[src/rtl/fir_pkg.sv]
// Shared constants, state encoding and width helper for the FIR shift-accumulate sequencer.
package fir_pkg;

   localparam int unsigned N_TAPS_DEF = 8;
   localparam int unsigned DATA_W_DEF = 16;
   localparam int unsigned COEF_W_DEF = 16;

   localparam logic [2:0] ST_IDLE  = 3'b001;
   localparam logic [2:0] ST_ACCUM = 3'b010;
   localparam logic [2:0] ST_OUT   = 3'b100;

   typedef enum logic [2:0] {
      StIdle  = ST_IDLE,
      StAccum = ST_ACCUM,
      StOut   = ST_OUT
   } fir_state_e;

   // Wide enough that a full N_TAPS sum of full-scale products cannot overflow.
   function automatic int unsigned acc_width(input int unsigned data_w,
                                             input int unsigned coef_w,
                                             input int unsigned n_taps);
      return data_w + coef_w + $clog2(n_taps);
   endfunction

endpackage

[src/rtl/fir_delay_line.sv]
// Sample delay line: x[0] takes the new sample, x[k] takes x[k-1], all on one shift edge.
module fir_delay_line #(
   parameter int unsigned N_TAPS = 8,
   parameter int unsigned DATA_W = 16
) (
   input  logic                       clk_i,
   input  logic                       rst_ni,
   input  logic                       shift_i,
   input  logic [DATA_W-1:0]          data_i,
   output logic [N_TAPS*DATA_W-1:0]   x_o
);

   logic [DATA_W-1:0] x_q [N_TAPS];

   always_ff @(posedge clk_i or negedge rst_ni) begin
      if (!rst_ni) begin
         for (int k = 0; k < int'(N_TAPS); k++) begin
            x_q[k] <= '0;
         end
      end else if (shift_i) begin
         x_q[0] <= data_i;
         for (int k = 1; k < int'(N_TAPS); k++) begin
            x_q[k] <= x_q[k-1];
         end
      end
   end

   for (genvar g = 0; g < int'(N_TAPS); g++) begin : gen_flat
      assign x_o[g*DATA_W +: DATA_W] = x_q[g];
   end

endmodule

[src/rtl/fir_shift_accum_seq.sv]
// One-output FIR sequencer: accept a sample, run N_TAPS MAC cycles, hold the result until taken.
// Optional macro FIR_OVERLAP_EN lets a new sample enter ACCUM straight from OUT.
module fir_shift_accum_seq
   import fir_pkg::*;
#(
   parameter  int unsigned N_TAPS = N_TAPS_DEF,
   parameter  int unsigned DATA_W = DATA_W_DEF,
   parameter  int unsigned COEF_W = COEF_W_DEF,
   localparam int unsigned ACC_W  = acc_width(DATA_W, COEF_W, N_TAPS),
   localparam int unsigned AW     = $clog2(N_TAPS)
) (
   input  logic                     clk,
   input  logic                     rst,
   input  logic                     in_vld,
   output logic                     in_rdy,
   input  logic        [DATA_W-1:0] in_data,
   output logic        [AW-1:0]     coef_addr,
   input  logic        [COEF_W-1:0] coef_data,
   output logic                     loop_last,
   output logic        [2:0]        fsm_output,
   output logic                     out_vld,
   input  logic                     out_rdy,
   output logic signed [ACC_W-1:0]  out_data
);

   fir_state_e               state_q, state_d;
   logic [AW-1:0]            tap_q, tap_d;
   logic signed [ACC_W-1:0]  acc_q, acc_d;
   logic signed [ACC_W-1:0]  out_data_q, out_data_d;
   logic                     shift;
   logic                     accept;
   logic [N_TAPS*DATA_W-1:0] x_flat;
   logic [DATA_W-1:0]        x_sel;
   logic signed [ACC_W-1:0]  x_ext, c_ext, acc_sum;

   fir_delay_line #(
      .N_TAPS (N_TAPS),
      .DATA_W (DATA_W)
   ) u_delay_line (
      .clk_i   (clk),
      .rst_ni  (rst),
      .shift_i (shift),
      .data_i  (in_data),
      .x_o     (x_flat)
   );

`ifdef FIR_OVERLAP_EN
   assign in_rdy = rst & ((state_q == StIdle) | ((state_q == StOut) & out_rdy));
`else
   assign in_rdy = rst & (state_q == StIdle);
`endif

   assign accept     = in_vld & in_rdy;
   assign coef_addr  = tap_q;
   assign loop_last  = (state_q == StAccum) && (tap_q == AW'(N_TAPS - 1));
   assign fsm_output = state_q;
   assign out_vld    = (state_q == StOut);
   assign out_data   = out_data_q;

   // Both operands sign-extended to ACC_W so the product and sum are exact.
   assign x_sel   = x_flat[32'(tap_q) * DATA_W +: DATA_W];
   assign x_ext   = ACC_W'($signed(x_sel));
   assign c_ext   = ACC_W'($signed(coef_data));
   assign acc_sum = acc_q + x_ext * c_ext;

   always_comb begin
      state_d    = state_q;
      tap_d      = tap_q;
      acc_d      = acc_q;
      out_data_d = out_data_q;
      shift      = 1'b0;
      unique case (state_q)
         StIdle: begin
            if (accept) begin
               shift   = 1'b1;
               acc_d   = '0;
               tap_d   = '0;
               state_d = StAccum;
            end
         end
         StAccum: begin
            acc_d = acc_sum;
            if (loop_last) begin
               out_data_d = acc_sum;
               tap_d      = '0;
               state_d    = StOut;
            end else begin
               tap_d = tap_q + AW'(1);
            end
         end
         StOut: begin
            if (out_rdy) begin
               state_d = StIdle;
`ifdef FIR_OVERLAP_EN
               if (in_vld) begin
                  shift   = 1'b1;
                  acc_d   = '0;
                  tap_d   = '0;
                  state_d = StAccum;
               end
`endif
            end
         end
         default: begin
            state_d = StIdle;
            tap_d   = '0;
         end
      endcase
   end

   always_ff @(posedge clk or negedge rst) begin
      if (!rst) begin
         state_q    <= StIdle;
         tap_q      <= '0;
         acc_q      <= '0;
         out_data_q <= '0;
      end else begin
         state_q    <= state_d;
         tap_q      <= tap_d;
         acc_q      <= acc_d;
         out_data_q <= out_data_d;
      end
   end

endmodule

[config.mk]
export PLATFORM = sky130hd
export DESIGN_NAME = fir_shift_accum_seq
export DESIGN_NICKNAME = d
export VERILOG_FILES = /design/src/rtl/fir_pkg.sv /design/src/rtl/fir_delay_line.sv /design/src/rtl/fir_shift_accum_seq.sv
export SDC_FILE = /design/constraint.sdc
export NUM_CORES = 1
export LEC_CHECK = 0
export CAP_MARGIN = 40
export CORE_MARGIN = 5
export CORE_UTILIZATION = 45
export CTS_BUF_LIST = sky130_fd_sc_hd__clkbuf_8
export DETAILED_ROUTE_END_ITERATION = 8
export PLACE_DENSITY = 0.72
export SYNTH_ARGS = -nofsm -noshare
export SYNTH_HDL_FRONTEND = slang
export SYNTH_SLANG_ARGS = --single-unit
[constraint.sdc]
create_clock -name clk -period 7.8 [get_ports clk]
set_input_delay 1.56 -clock clk [delete_from_list [all_inputs] [get_ports clk]]
set_output_delay 1.56 -clock clk [all_outputs]
set_load 0.05 [all_outputs]
==> impl_metrics.json <==
{
  "drv_cap": 0,
  "clock-sinks": 204,
  "ant_nets": 0,
  "die_area_sq_um": 49100,
  "slew_violations": 0,
  "dr.pass1.iters": 5,
  "root_buffer": "clkbuf_8",
  "grt_pass1_vias": 15400,
  "synth_area_per_cell_sq_um": 10.7,
  "rsz0062_at_grt": "false",
  "timing.final.crit_share": 0.950,
  "synth_top_area_frac": 0.308,
  "rows": 77,
  "setup_violations": 0,
  "fmax_mhz": 135,
  "layout.nets": 2469,
  "synth_top_area_cell": "fa_1",
  "async_flop_share": 1.00,
  "outcome": "complete, no violations",
  "layout_min_cycle_time_ns": 7.41,
  "antenna_found_initial": 0,
  "synth_cells": 1884,
  "start_util": 0.456,
  "grt_max_degree": 90,
  "dp_slack_ns": -0.146,
  "hold_path_class": "reg2reg",
  "synth.lib_cells_used.distinct": 68,
  "synth_area_leaders": "fa_1 (31%), dfrtp_1 (25%), mux2_2 (7.2%)",
  "r2r_cells": 26,
  "detailed_place_hpwl_mm": 37.4,
  "synth_area_sq_um": 20100,
  "synth_seq_cells": 204,
  "vias_per_cell": 5.24,
  "skew_ns": 0.0274,
  "vias": 13800,
  "clockBufferDepth": 3,
  "tightest_slew_ns": 0.854,
  "final_util": 0.514,
  "htree_levels": 1,
  "wl_mm": 45.8,
  "grt_pass1_wl_mm": 78.4,
  "design.core.area_sq_um": 44200,
  "cts_resized": 0,
  "layout_setup_ws_ns": 0.387,
  "hold_ws_ns": 0.483,
  "gp_congestion": 0.959,
  "post_cts_buffers": 0,
  "insertion_delay_ns": 0.58,
  "syn-num-nets": 2336,
  "end_kind": "flip-flop",
  "cts_tree": "yes",
  "ys_warn_count": 0,
  "path_max_fanout": 7,
  "die_h_microns": 222,
  "cts.clk_slew.worst_paths_ns": 0.07,
  "synth_common_cells": "inv_1 (344), fa_1 (310), nand2_1 (227)",
  "die_w_microns": 222,
  "cts_made_buffers": 29,
  "antenna_cells": 0,
  "placed_area_sq_um": 22200,
  "nFillCells": 3806,
  "yosysMostFrequentCell": "inv_1",
  "path_class": "in2reg",
  "stdcell_area_sq_um": 22700,
  "drcViolationCount": 0,
  "hold_viol": 0,
  "drive_gt1_frac": 0.160,
  "boundaryPins": 80,
  "seq_area_frac_synth": 0.253,
  "arrival_ns": 7.91,
  "drtIter0Drc": 701,
  "slew_headroom": 0.431,
  "min_path_cells": 2,
  "track_usage": 0.192,
  "grt_overflow": 0,
  "wl_per_cell_microns": 17.4,
  "portBuffers": 79,
  "worst_ep_required_time_ns": 8.29,
  "start_kind": "primary input",
  "synth_edf_count": 0,
  "hold_buffers": 0,
  "area_growth_syn_to_layout_pct": 12.8,
  "ys.flop_type": "dfrtp_1"
}
-- state kept, by name, indices dropped and copies added (netlist names) --
name              cells
acc_q                35
u_delay_line.x_o    128
coef_addr             3
out_data             35
fsm_output            3
-- critical path: stages --
cell             delay (ns)
clkdlybuf4s50_1        0.57
nand2_1                0.16
inv_1                  0.09
buf_4                  0.14
fa_1                   0.48
inv_1                  0.06
fa_1                   0.45
fa_1                   0.54
inv_1                  0.06
fa_1                   0.50
fa_1                   0.54
inv_1                  0.06
fa_1                   0.48
inv_1                  0.05
ha_1                   0.31
and3_1                 0.21
a31oi_1                0.16
a21boi_0               0.16
o31a_1                 0.32
nor3_2                 0.23
o31ai_1                0.13
buf_4                  0.16
or4_1                  0.40
nand3_1                0.09
-- area by class of cell --
cell class | count | area (sq um) | area share
Multi-Input combinational cell | 1256 | 13400 | 0.590
Sequential cell | 204 | 5110 | 0.225
Tap cell | 592 | 741 | 0.0326
Clock buffer | 32 | 440 | 0.0194
Clock inverter | 17 | 72.6 | 0.00319
Timing Repair Buffer | 181 | 1660 | 0.0730
Inverter | 345 | 1290 | 0.0570
-- stage by stage --
step	instances	TNS (ns)
floorplan	1884	0
global placement	2576	-0.0664
detailed placement	2578	-0.658
CTS	2627	0
global route	2627	0
finish	2627	0
-- kinds of logic (layout without fill, tap and decap cells) --
group / Yosys count / count (layout) / synth area share
AO/OA/AOI/OAI: 157 / 157 / 0.0499
AND/OR/NAND/NOR: 484 / 484 / 0.116
XOR/XNOR: 32 / 32 / 0.0139
multiplexers: 167 / 167 / 0.111
flip-flops: 204 / 204 / 0.253
adder cells (fa/ha/maj): 416 / 416 / 0.374
buffers and inverters: 424 / 575 / 0.0819
-- routing by layer --
layer | GRT usage | up-vias | wire length, microns
met3 | 0.0289 | 104 | 2310
met5 | 0 | - | 0
met4 | 0.0664 | 0 | 1530
li1 | - | 6199 | -
met2 | 0.324 | 396 | 22500
met1 | 0.257 | 7071 | 19400
-- placed cells by master (no fill, tap or decap), drive strengths merged, types with 36 or more instances in the layout --
cell           Yosys  routed
buf               23     102
and2              91      91
nand2            227     227
nand3             40      40
fa               310     310
o21ai             65      65
mux2             128     128
nor2b             36      36
dfrtp            203     203
ha               106     106
clkdlybuf4s50      0      78
inv              345     357
-- path summary, 6_finish.rpt --
kind                                           from                       end  slack, ns
hold / removal              out_data[6]$_DFFE_PN0P_   out_data[6]$_DFFE_PN0P_       0.48
min in group asynchronous                       rst  out_data[29]$_DFFE_PN0P_       1.05
hold reg to reg             out_data[6]$_DFFE_PN0P_   out_data[6]$_DFFE_PN0P_       0.48
max in group asynchronous                       rst  coef_addr[0]$_DFFE_PN0P_       5.40
setup reg to reg           coef_addr[0]$_DFFE_PN0P_  out_data[34]$_DFFE_PN0P_       0.40
setup / recovery                       coef_data[1]  out_data[34]$_DFFE_PN0P_       0.39
Power is left out: the tool's default activity adds up to more than one toggle a clock period on the data nets, which glitch-free logic cannot reach.
